==> src/rtl/mem_issue_queue.sv <==
// mem_issue_queue: load/store reservation station with tag wakeup, oldest-first issue and mispredict squash
module mem_issue_queue #(
  parameter int DEPTH     = 8,
  parameter int ROB_DEPTH = 16,
  parameter int PREG_W    = 7,
  parameter int ROB_W     = 5
) (
  input  logic                clk,
  input  logic                reset,
  input  logic                disp_valid,
  output logic                disp_ready,
  input  logic [6:0]          disp_opcode,
  input  logic [2:0]          disp_func3,
  input  logic [31:0]         disp_imm,
  input  logic [PREG_W-1:0]   disp_pd,
  input  logic [PREG_W-1:0]   disp_ps1,
  input  logic [PREG_W-1:0]   disp_ps2,
  input  logic                disp_ps1_rdy,
  input  logic                disp_ps2_rdy,
  input  logic [ROB_W-1:0]    disp_rob,
  input  logic [1:0]          wk_valid,
  input  logic [2*PREG_W-1:0] wk_pd,
  input  logic                fu_ready,
  output logic                issued,
  output logic [6:0]          iss_opcode,
  output logic [2:0]          iss_func3,
  output logic [31:0]         iss_imm,
  output logic [PREG_W-1:0]   iss_pd,
  output logic [PREG_W-1:0]   iss_ps1,
  output logic [PREG_W-1:0]   iss_ps2,
  output logic [ROB_W-1:0]    iss_rob,
  input  logic [ROB_W-1:0]    rob_head,
  input  logic                mispredict,
  input  logic [ROB_W-1:0]    mispredict_tag,
  output logic [3:0]          count
);
  localparam logic [6:0] OP_LD = 7'b0000011;
  localparam logic [6:0] OP_ST = 7'b0100011;
  localparam int IW = $clog2(DEPTH);

  logic [DEPTH-1:0]  v_q, v_d, st_q, r1_q, r2_q, r1_d, r2_d, elig, blk;
  logic [2:0]        f3_q  [DEPTH];
  logic [31:0]       imm_q [DEPTH];
  logic [PREG_W-1:0] pd_q  [DEPTH];
  logic [PREG_W-1:0] ps1_q [DEPTH];
  logic [PREG_W-1:0] ps2_q [DEPTH];
  logic [ROB_W-1:0]  rob_q [DEPTH];
  logic [ROB_W-1:0]  age   [DEPTH];
  logic [ROB_W-1:0]  best_age, misp_age;
  logic [IW-1:0]     sel, free;
  logic              found, disp_ld, disp_st, accept;
  logic [3:0]        count_q, count_d;

  function automatic logic [ROB_W-1:0] age_of(input logic [ROB_W-1:0] t, input logic [ROB_W-1:0] h);
    return t >= h ? t - h : t + ROB_W'(ROB_DEPTH) - h;
  endfunction

  function automatic logic hit(input logic [PREG_W-1:0] p, input logic [1:0] v, input logic [2*PREG_W-1:0] t);
    return (v[0] && t[0 +: PREG_W] == p) || (v[1] && t[PREG_W +: PREG_W] == p);
  endfunction

  assign disp_ld    = disp_opcode == OP_LD;
  assign disp_st    = disp_opcode == OP_ST;
  assign disp_ready = count_q < 4'(DEPTH);
  assign accept     = disp_valid && disp_ready && !mispredict && (disp_ld || disp_st);
  assign misp_age   = age_of(mispredict_tag, rob_head);
  assign count      = count_q;

  // A load waits behind every older store still in the queue, ready or not.
  always_comb begin
    blk      = '0;
    elig     = '0;
    sel      = '0;
    free     = '0;
    found    = 1'b0;
    best_age = '0;
    for (int i = 0; i < DEPTH; i++) age[i] = age_of(rob_q[i], rob_head);
    for (int i = 0; i < DEPTH; i++)
      for (int j = 0; j < DEPTH; j++)
        if (v_q[j] && st_q[j] && age[j] < age[i]) blk[i] = 1'b1;
    for (int i = 0; i < DEPTH; i++) begin
      elig[i] = v_q[i] && r1_q[i] && r2_q[i] && (st_q[i] || !blk[i]);
      if (elig[i] && (!found || age[i] < best_age)) begin
        found    = 1'b1;
        best_age = age[i];
        sel      = IW'(i);
      end
    end
    for (int i = DEPTH - 1; i >= 0; i--) if (!v_q[i]) free = IW'(i);
  end

  assign issued     = fu_ready && found && !mispredict;
  assign iss_opcode = issued ? (st_q[sel] ? OP_ST : OP_LD) : '0;
  assign iss_func3  = issued ? f3_q[sel]  : '0;
  assign iss_imm    = issued ? imm_q[sel] : '0;
  assign iss_pd     = issued ? pd_q[sel]  : '0;
  assign iss_ps1    = issued ? ps1_q[sel] : '0;
  assign iss_ps2    = issued ? ps2_q[sel] : '0;
  assign iss_rob    = issued ? rob_q[sel] : '0;

  always_comb begin
    v_d     = '0;
    r1_d    = '0;
    r2_d    = '0;
    count_d = '0;
    for (int i = 0; i < DEPTH; i++) begin
      v_d[i]  = (v_q[i] && !(issued && sel == IW'(i)) && !(mispredict && age[i] > misp_age))
                || (accept && free == IW'(i));
      r1_d[i] = (accept && free == IW'(i)) ? disp_ps1_rdy || hit(disp_ps1, wk_valid, wk_pd)
                                           : r1_q[i] || hit(ps1_q[i], wk_valid, wk_pd);
      r2_d[i] = (accept && free == IW'(i)) ? disp_ld || disp_ps2_rdy || hit(disp_ps2, wk_valid, wk_pd)
                                           : r2_q[i] || hit(ps2_q[i], wk_valid, wk_pd);
      count_d = count_d + 4'(v_d[i]);
    end
  end

  always_ff @(posedge clk or posedge reset) begin
    if (reset) begin
      v_q     <= '0;
      count_q <= '0;
    end else begin
      v_q     <= v_d;
      count_q <= count_d;
    end
  end

  // Payload and readiness only matter while the entry is valid, so they carry no reset.
  always_ff @(posedge clk) begin
    r1_q <= r1_d;
    r2_q <= r2_d;
    for (int i = 0; i < DEPTH; i++)
      if (accept && free == IW'(i)) begin
        st_q[i]  <= disp_st;
        f3_q[i]  <= disp_func3;
        imm_q[i] <= disp_imm;
        pd_q[i]  <= disp_pd;
        ps1_q[i] <= disp_ps1;
        ps2_q[i] <= disp_ps2;
        rob_q[i] <= disp_rob;
      end
  end
endmodule

==> config.mk <==
export PLATFORM = sky130hd
export DESIGN_NAME = mem_issue_queue
export DESIGN_NICKNAME = d
export VERILOG_FILES = /design/src/rtl/mem_issue_queue.sv
export SDC_FILE = /design/constraint.sdc
export NUM_CORES = 1
export LEC_CHECK = 0
export CAP_MARGIN = 20
export CORE_ASPECT_RATIO = 1.5
export CORE_MARGIN = 4
export CORE_UTILIZATION = 45
export DETAILED_ROUTE_END_ITERATION = 10
export PLACE_DENSITY = 0.73
export SLEW_MARGIN = 20
export SYNTH_ARGS = -nofsm -noshare
export SYNTH_HDL_FRONTEND = slang
export SYNTH_SLANG_ARGS = --single-unit
export TNS_END_PERCENT = 1
==> constraint.sdc <==
create_clock -name clk -period 29.2 [get_ports clk]
set_input_delay 5.84 -clock clk [delete_from_list [all_inputs] [get_ports clk]]
set_output_delay 5.84 -clock clk [all_outputs]
set_load 0.005 [all_outputs]
==> results.py, run 1 <==
metrics = {
    "synth": {
        "syn_inst": 2878,
        "seq_area_frac_synth": 0.475,
        "synth-async-reset-ratio": 0.0229,
        "yosysWarnings": 0,
        "synth_top_area_cell": "edfxtp_1",
        "yosysUniqueCellTypes": 88,
        "synth.top_cell.area_share": 0.456,
        "synth_ff_type": "edfxtp_1",
        "ys_seq_elements": 524,
        "synth_edf_count": 496,
        "netlist_area_um2": 32700,
        "yosys-top-cells-area": "edfxtp_1 46%, ha_1 10%, xnor2_1 7.4%, fa_1 3.0%, o21ai_0 2.8%",
        "avgSynthCellArea_um2": 11.3,
    },
    "timing": {
        "worst_pin_slew_ns": 1.31,
        "worst_slack_ns": 0.687,
        "finClkSkew_ns": 0.0201,
        "fin_crit_ns": 28.51,
        "drv_slew": 0,
        "max_slew_margin": 0.118,
        "fmax_ghz": 0.0351,
        "hold_violations": 0,
        "period_share": 0.976,
        "setup_violations": 0,
    },
    "layout": {
        "drive_gt1_frac": 0.112,
        "fillers": 6089,
        "layout_commonest_cell": "edfxtp_1",
        "final_cell_mix": "496 x edfxtp_1, 276 x xnor2_1, 268 x ha_1",
        "final_area_um2": 37800,
        "syn2layout_area_growth_pct": 15.8,
        "finalNetCount": 3526,
    },
    "global_route": {
        "grt_max_degree": 68,
        "grt_pass1_vias": 25600,
        "track_usage": 0.265,
        "use_met2": 0.470,
        "use_met1": 0.297,
        "grt_overflow": 0,
        "grt_pass1_wl_um": 157000,
        "met3_usage": 0.0317,
        "antenna_found_initial": 2,
        "gr-max-usage-layer": "met2",
    },
    "clock_tree": {
        "clockBufferDepth": 3,
        "clk_latency_ns": 0.57,
        "cts_tree": "yes",
        "h-tree-depth": 2,
        "cts_sinks": 524,
        "clock-root-buffer": "clkbuf_16",
        "cts.hold.buffers_added": 0,
        "clkTransAtPathRegs_ns": 0.07,
        "numCtsBuffers": 43,
    },
    "detailed_routing": {
        "via_per_inst": 6.34,
        "vias": 25700,
        "wl_per_cell_um": 26.5,
        "firstDrtPassIters": 6,
        "drcViolationCount": 0,
        "drtIter0Drc": 2293,
        "ant_nets": 0,
        "routed_wirelength_um": 107000,
    },
    "floorplanning": {
        "start_util": 0.456,
        "coreArea_um2": 71600,
        "boundaryPins": 175,
        "dieArea_um2": 77100,
        "die_w_um": 228,
        "rows": 120,
        "die_y_um": 338,
    },
    "placed_design": {
        "portBuffers": 170,
        "place_area_um2": 36000,
        "place_ws_ns": 0.0242,
        "routabilityCongestion": 1.08,
        "hpwl_um": 74800,
    },
    "power_and_ir_drop": {
        "power_switching_uw": 463,
        "cellInternalPower_uw": 1270,
        "vdd_drop_max_mv": 0.0579,
        "power_frac_seq": 0.481,
        "power_density_nw_per_um2": 45.8,
        "power.share.combinational": 0.188,
        "power_frac_clock": 0.330,
        "total_power_uw": 1730,
        "power.leakage_uw": 0.0135,
        "sw_frac_of_total": 0.267,
    },
    "hold_path": {
        "hold_end": "r2_q[4]",
        "worstHoldPathCells": 2,
        "min_path_type": "reg2reg",
        "min_from": "r2_q[4]",
    },
    "critical_path": {
        "regToRegSetupSlack_ns": 10.82,
        "path_max_fanout": 31,
        "timing.rr.start": "rob_q[4][0]",
        "start_kind": "input port",
        "r2r_cells": 90,
        "r2r-end": "count[2]",
        "cpPeakStageDelay_ns": 0.63,
        "cpMostUsedCell": "a21o_1",
        "cp.arrival_ns": 22.67,
        "cp-end-kind": "primary output",
        "crit_slowest_cell": "clkdlybuf4s50_1",
        "cp.required_ns": 23.36,
        "crit_type": "in2out",
    },
    "job": {
        "maxCapViolations": 0,
    },
    "outcome": {
        "status": "complete, no violations",
    },
}
-- cells by family (layout without fill, tap and decap cells) --
kind of cell | count (synthesis) | count (layout) | synth area share
fa+ha+maj | 329 | 329 | 0.136
other cells | 1 | 5 | 0.000115
simple gates | 639 | 639 | 0.106
compound gates | 683 | 684 | 0.134
buf+inv | 311 | 571 | 0.0382
mux | 85 | 85 | 0.0290
xor+xnor | 306 | 306 | 0.0821
flops | 524 | 524 | 0.475
-- worst max-delay path, delay by kind of cell --
family	cells	cell delay [ns]
muxes	4	1.36
xor gates and xnor gates	1	0.24
adders and majority gates	10	3.05
and+or+nand+nor	15	2.26
buffers and inverters	11	2.45
AOI/OAI and AO/OA	43	7.50
-- synthesized netlist by cell type, types with 11 or more instances --
cell,count
nand2_1,88
a21o_1,31
nand4_1,141
maj3_1,11
nor4_1,22
o21ai_1,58
nor2b_1,33
o2111ai_1,63
xnor2_1,276
buf_4,11
a31oi_1,35
clkbuf_1,96
fa_1,49
nand3_1,103
mux2_2,75
a21oi_1,107
o21a_1,18
and2_1,12
a211oi_1,13
dfrtp_1,12
ha_1,268
and3_1,21
nand3b_1,55
buf_1,11
o21ai_0,185
edfxtp_1,496
nor3_1,19
nor2_1,107
buf_2,25
nand2b_1,22
inv_1,165
o22ai_1,77
dfxtp_1,16
xor2_1,30
-- per-stage QoR --
| stage | util | hold slack, ns | cells | TNS [ns] |
|---|---|---|---|---|
| 6_report | 0.528 | 0.566 | 4058 | 0 |
| 5_1_grt | 0.528 | 0.594 | 4058 | -2.10 |
| 4_1_cts | 0.521 | 0.560 | 4024 | 0 |
| 3_5_place_dp | 0.502 | 0.545 | 3945 | 0 |
| 3_3_place_gp | 0.502 | 0.530 | 3945 | 0 |
| 2_1_floorplan | - | 0.478 | 2881 | 0 |
-- layout make-up --
cell class                      instances  area (um^2)  share of cell area
Inverter                              167          639              0.0169
Tap cell                              915         1140              0.0303
Timing Repair inverter                  1         7.51            0.000198
Timing Repair Buffer                  324         3050              0.0806
Sequential cell                       524        15500               0.410
Clock inverter                         20          184             0.00486
Clock buffer                           59         1180              0.0311
Antenna cell                            1         2.50           0.0000661
Multi-Input combinational cell       2047        16100               0.426
-- layer usage --
layer,wire length [um],up-vias
met5,0,-
met4,9060,0
met3,7630,422
met2,53100,1434
met1,37600,12500
li1,-,11400
-- power groups by stage --
stage               Combinational [uW]  Sequential [uW]  Clock, uW
floorplan                          198              846          0
global placement                   308              850          0
detailed placement                 314              850          0
CTS                                316              834        577
global route                       357              834        608
finish                             327              834        572
-- state kept, by name, summed over array words and instances, names as in the netlist --
signal,cells
rob_q,40
f3_q,24
count,4
imm_q,256
r2_q,8
v_q,8
ps2_q,56
st_q,8
ps1_q,56
r1_q,8
pd_q,56
-- what timing repair did --
item                                    CTS  global route
gates cloned                              0             5
setup buffers                             0            28
endpoints found under the hold margin     0             0
endpoints found under the setup margin    1            62
pin swaps                                 0             8
resized for setup                         3            41
-- worst max path at each step --
stage | start | endpoint | slack (ns) | cells after the start
final | rob_head[1] | iss_ps1[2] | 0.69 | 84
after global routing | rob_head[1] | iss_rob[2] | -0.10 | 89
after CTS | rob_head[1] | iss_rob[0] | 0.009 | 81
after detailed placement | rob_head[1] | iss_rob[0] | 0.02 | 83
after global placement | rob_head[1] | iss_rob[0] | 0.26 | 81
after floorplan | rob_head[1] | iss_opcode[5] | 2.07 | 84
Power figures use the tool's default switching activity.
==> run 2, diff against run 1 <==
Settings changed: CTS_BUF_LIST set to sky130_fd_sc_hd__clkbuf_4 sky130_fd_sc_hd__clkbuf_8.
==> run 2 against run 1 <==
  * Clock power fell by 1%
  * Fmax fell by 0.68%
  * Sequential cell count did not move
  * Clock skew rose by 0.0092 ns
  * Via count fell by 0.19%
  * Setup slack got worse by 0.19 ns
  * Sequential power barely moved
  * Highest routed layer unchanged
==> results.py, run 2 (synthesized netlist as in run 1, its figures left out) <==
metrics = {
    "clock_tree": {
        "numCtsBuffers": 70,
        "cts.hold.buffers_added": 0,
        "cts_sinks": 524,
        "cts_tree": "yes",
        "h-tree-depth": 3,
        "clock-root-buffer": "clkbuf_8",
        "clkTransAtPathRegs_ns": 0.07,
        "clockBufferDepth": 3,
        "clk_latency_ns": 0.65,
    },
    "detailed_routing": {
        "firstDrtPassIters": 6,
        "wl_met1_um": 37700,
        "wl_per_cell_um": 26.2,
        "via_per_inst": 6.27,
        "drcViolationCount": 0,
        "ant_nets": 0,
        "routed_wirelength_um": 107000,
        "vias": 25700,
        "wl_met3_um": 7420,
        "wl_met2_um": 53200,
        "top_layer": "met4",
        "drtIter0Drc": 2323,
    },
    "critical_path": {
        "cpMostUsedCell": "a21o_1",
        "worstSetupEndpoint": "iss_ps2[3]",
        "r2r_cells": 90,
        "cpPeakStageDelay_ns": 0.55,
        "regToRegSetupSlack_ns": 10.43,
        "worstSetupStartpoint": "rob_head[1]",
        "timing.rr.start": "rob_q[4][0]",
        "path_buf_inv": 13,
        "cp.depth": 89,
        "cp.arrival_ns": 22.87,
        "cp_top_family": "compound AO/OA/AOI/OAI gates",
        "path_max_fanout": 24,
        "cp-end-kind": "primary output",
        "cp.required_ns": 23.36,
        "r2r-end": "count[2]",
        "crit_slowest_cell": "clkdlybuf4s50_1",
        "start_kind": "input port",
        "crit_type": "in2out",
    },
    "power_and_ir_drop": {
        "vdd_drop_max_mv": 0.0522,
        "power.leakage_uw": 0.0136,
        "total_power_uw": 1720,
        "power_density_nw_per_um2": 45.6,
    },
    "placed_design": {
        "routabilityCongestion": 1.08,
        "hpwl_um": 74800,
        "portBuffers": 170,
        "place_area_um2": 36000,
    },
    "timing": {
        "drv_slew": 0,
        "period_share": 0.983,
        "worst_pin_slew_ns": 1.19,
        "rsz0062_at_grt": "yes",
        "finClkSkew_ns": 0.0292,
        "timing.hold.ws_ns": 0.559,
        "max_slew_margin": 0.197,
        "setup_tns_ns": 0,
        "hold_violations": 0,
        "fmax_ghz": 0.0348,
        "setup_violations": 0,
        "fin_crit_ns": 28.71,
    },
    "layout": {
        "largest_register_ffs": 256,
        "largest-register": "imm_q",
        "final_util": 0.527,
        "finalNetCount": 3542,
        "fillers": 6129,
        "syn2layout_area_growth_pct": 15.7,
        "final_area_um2": 37800,
        "layout_commonest_cell": "edfxtp_1",
        "drive_gt1_frac": 0.123,
        "final_cell_mix": "496 x edfxtp_1, 276 x xnor2_1, 268 x ha_1",
    },
    "hold_path": {
        "min_path_type": "reg2reg",
        "worstHoldPathCells": 2,
    },
    "global_route": {
        "grt_pass1_wl_um": 157000,
        "track_usage": 0.267,
        "grt_max_degree": 68,
        "grt_pass1_vias": 25900,
        "antenna_found_initial": 3,
        "grt_overflow": 0,
    },
    "floorplanning": {
        "boundaryPins": 175,
        "rows": 120,
        "start_util": 0.456,
        "die_w_um": 228,
        "die_y_um": 338,
        "dieArea_um2": 77100,
        "coreArea_um2": 71600,
    },
    "outcome": {
        "status": "complete, no violations",
    },
    "job": {
        "maxCapViolations": 0,
    },
}
[run 2: area by class of cell]
class	count	area (um^2)	area share
multi-input combinational	2046	16100	0.426
sequential	524	15500	0.411
timing repair buffer	314	2960	0.0784
clock buffer	93	1170	0.0309
tap	915	1140	0.0303
inverter	167	639	0.0169
clock inverter	34	255	0.00676
timing repair inverter	1	7.51	0.000199
antenna	2	5.00	0.000132
[run 2: tightest hold or removal path, stage by stage, from the launching register on]
cell and delay [ns]:
dfxtp_1 0.36, nor4_1 0.07, a21oi_1 0.10
[run 2: worst min-delay path by stage]
| stage | start | to | slack (ns) |
|---|---|---|---|
| floorplan | r2_q[5] | r2_q[5] | 0.48 |
| global placement | r2_q[4] | r2_q[4] | 0.53 |
| detailed placement | r2_q[4] | r2_q[4] | 0.55 |
| CTS | r2_q[4] | r2_q[4] | 0.56 |
| global route | r2_q[4] | r2_q[4] | 0.60 |
| finish | r2_q[4] | r2_q[4] | 0.56 |
[run 2: what timing repair did]
action	in CTS	in global routing
cloned	0	4
buffers inserted	0	18
pin swaps	0	5
endpoints found under the setup margin	1	62
gates resized for setup	3	37
[run 2: metrics by stage]
stage | setup WS [ns] | cells
after floorplan | 2.07 | 2881
after global placement | 0.263 | 3945
after detailed placement | 0.0242 | 3945
after CTS | 0.00573 | 4072
after global routing | -0.354 | 4096
final | 0.492 | 4096
[run 2: layer usage]
layer | track usage | vias up
met5 | 0 | -
met4 | 0.205 | 0
met3 | 0.0349 | 417
met2 | 0.472 | 1342
met1 | 0.293 | 12500
li1 | - | 11400
[run 2: report_power, final]
| group | switching [uW] | internal, uW |
|---|---|---|
| logic | 194 | 131 |
| registers | 8.06 | 827 |
| clock network | 273 | 290 |
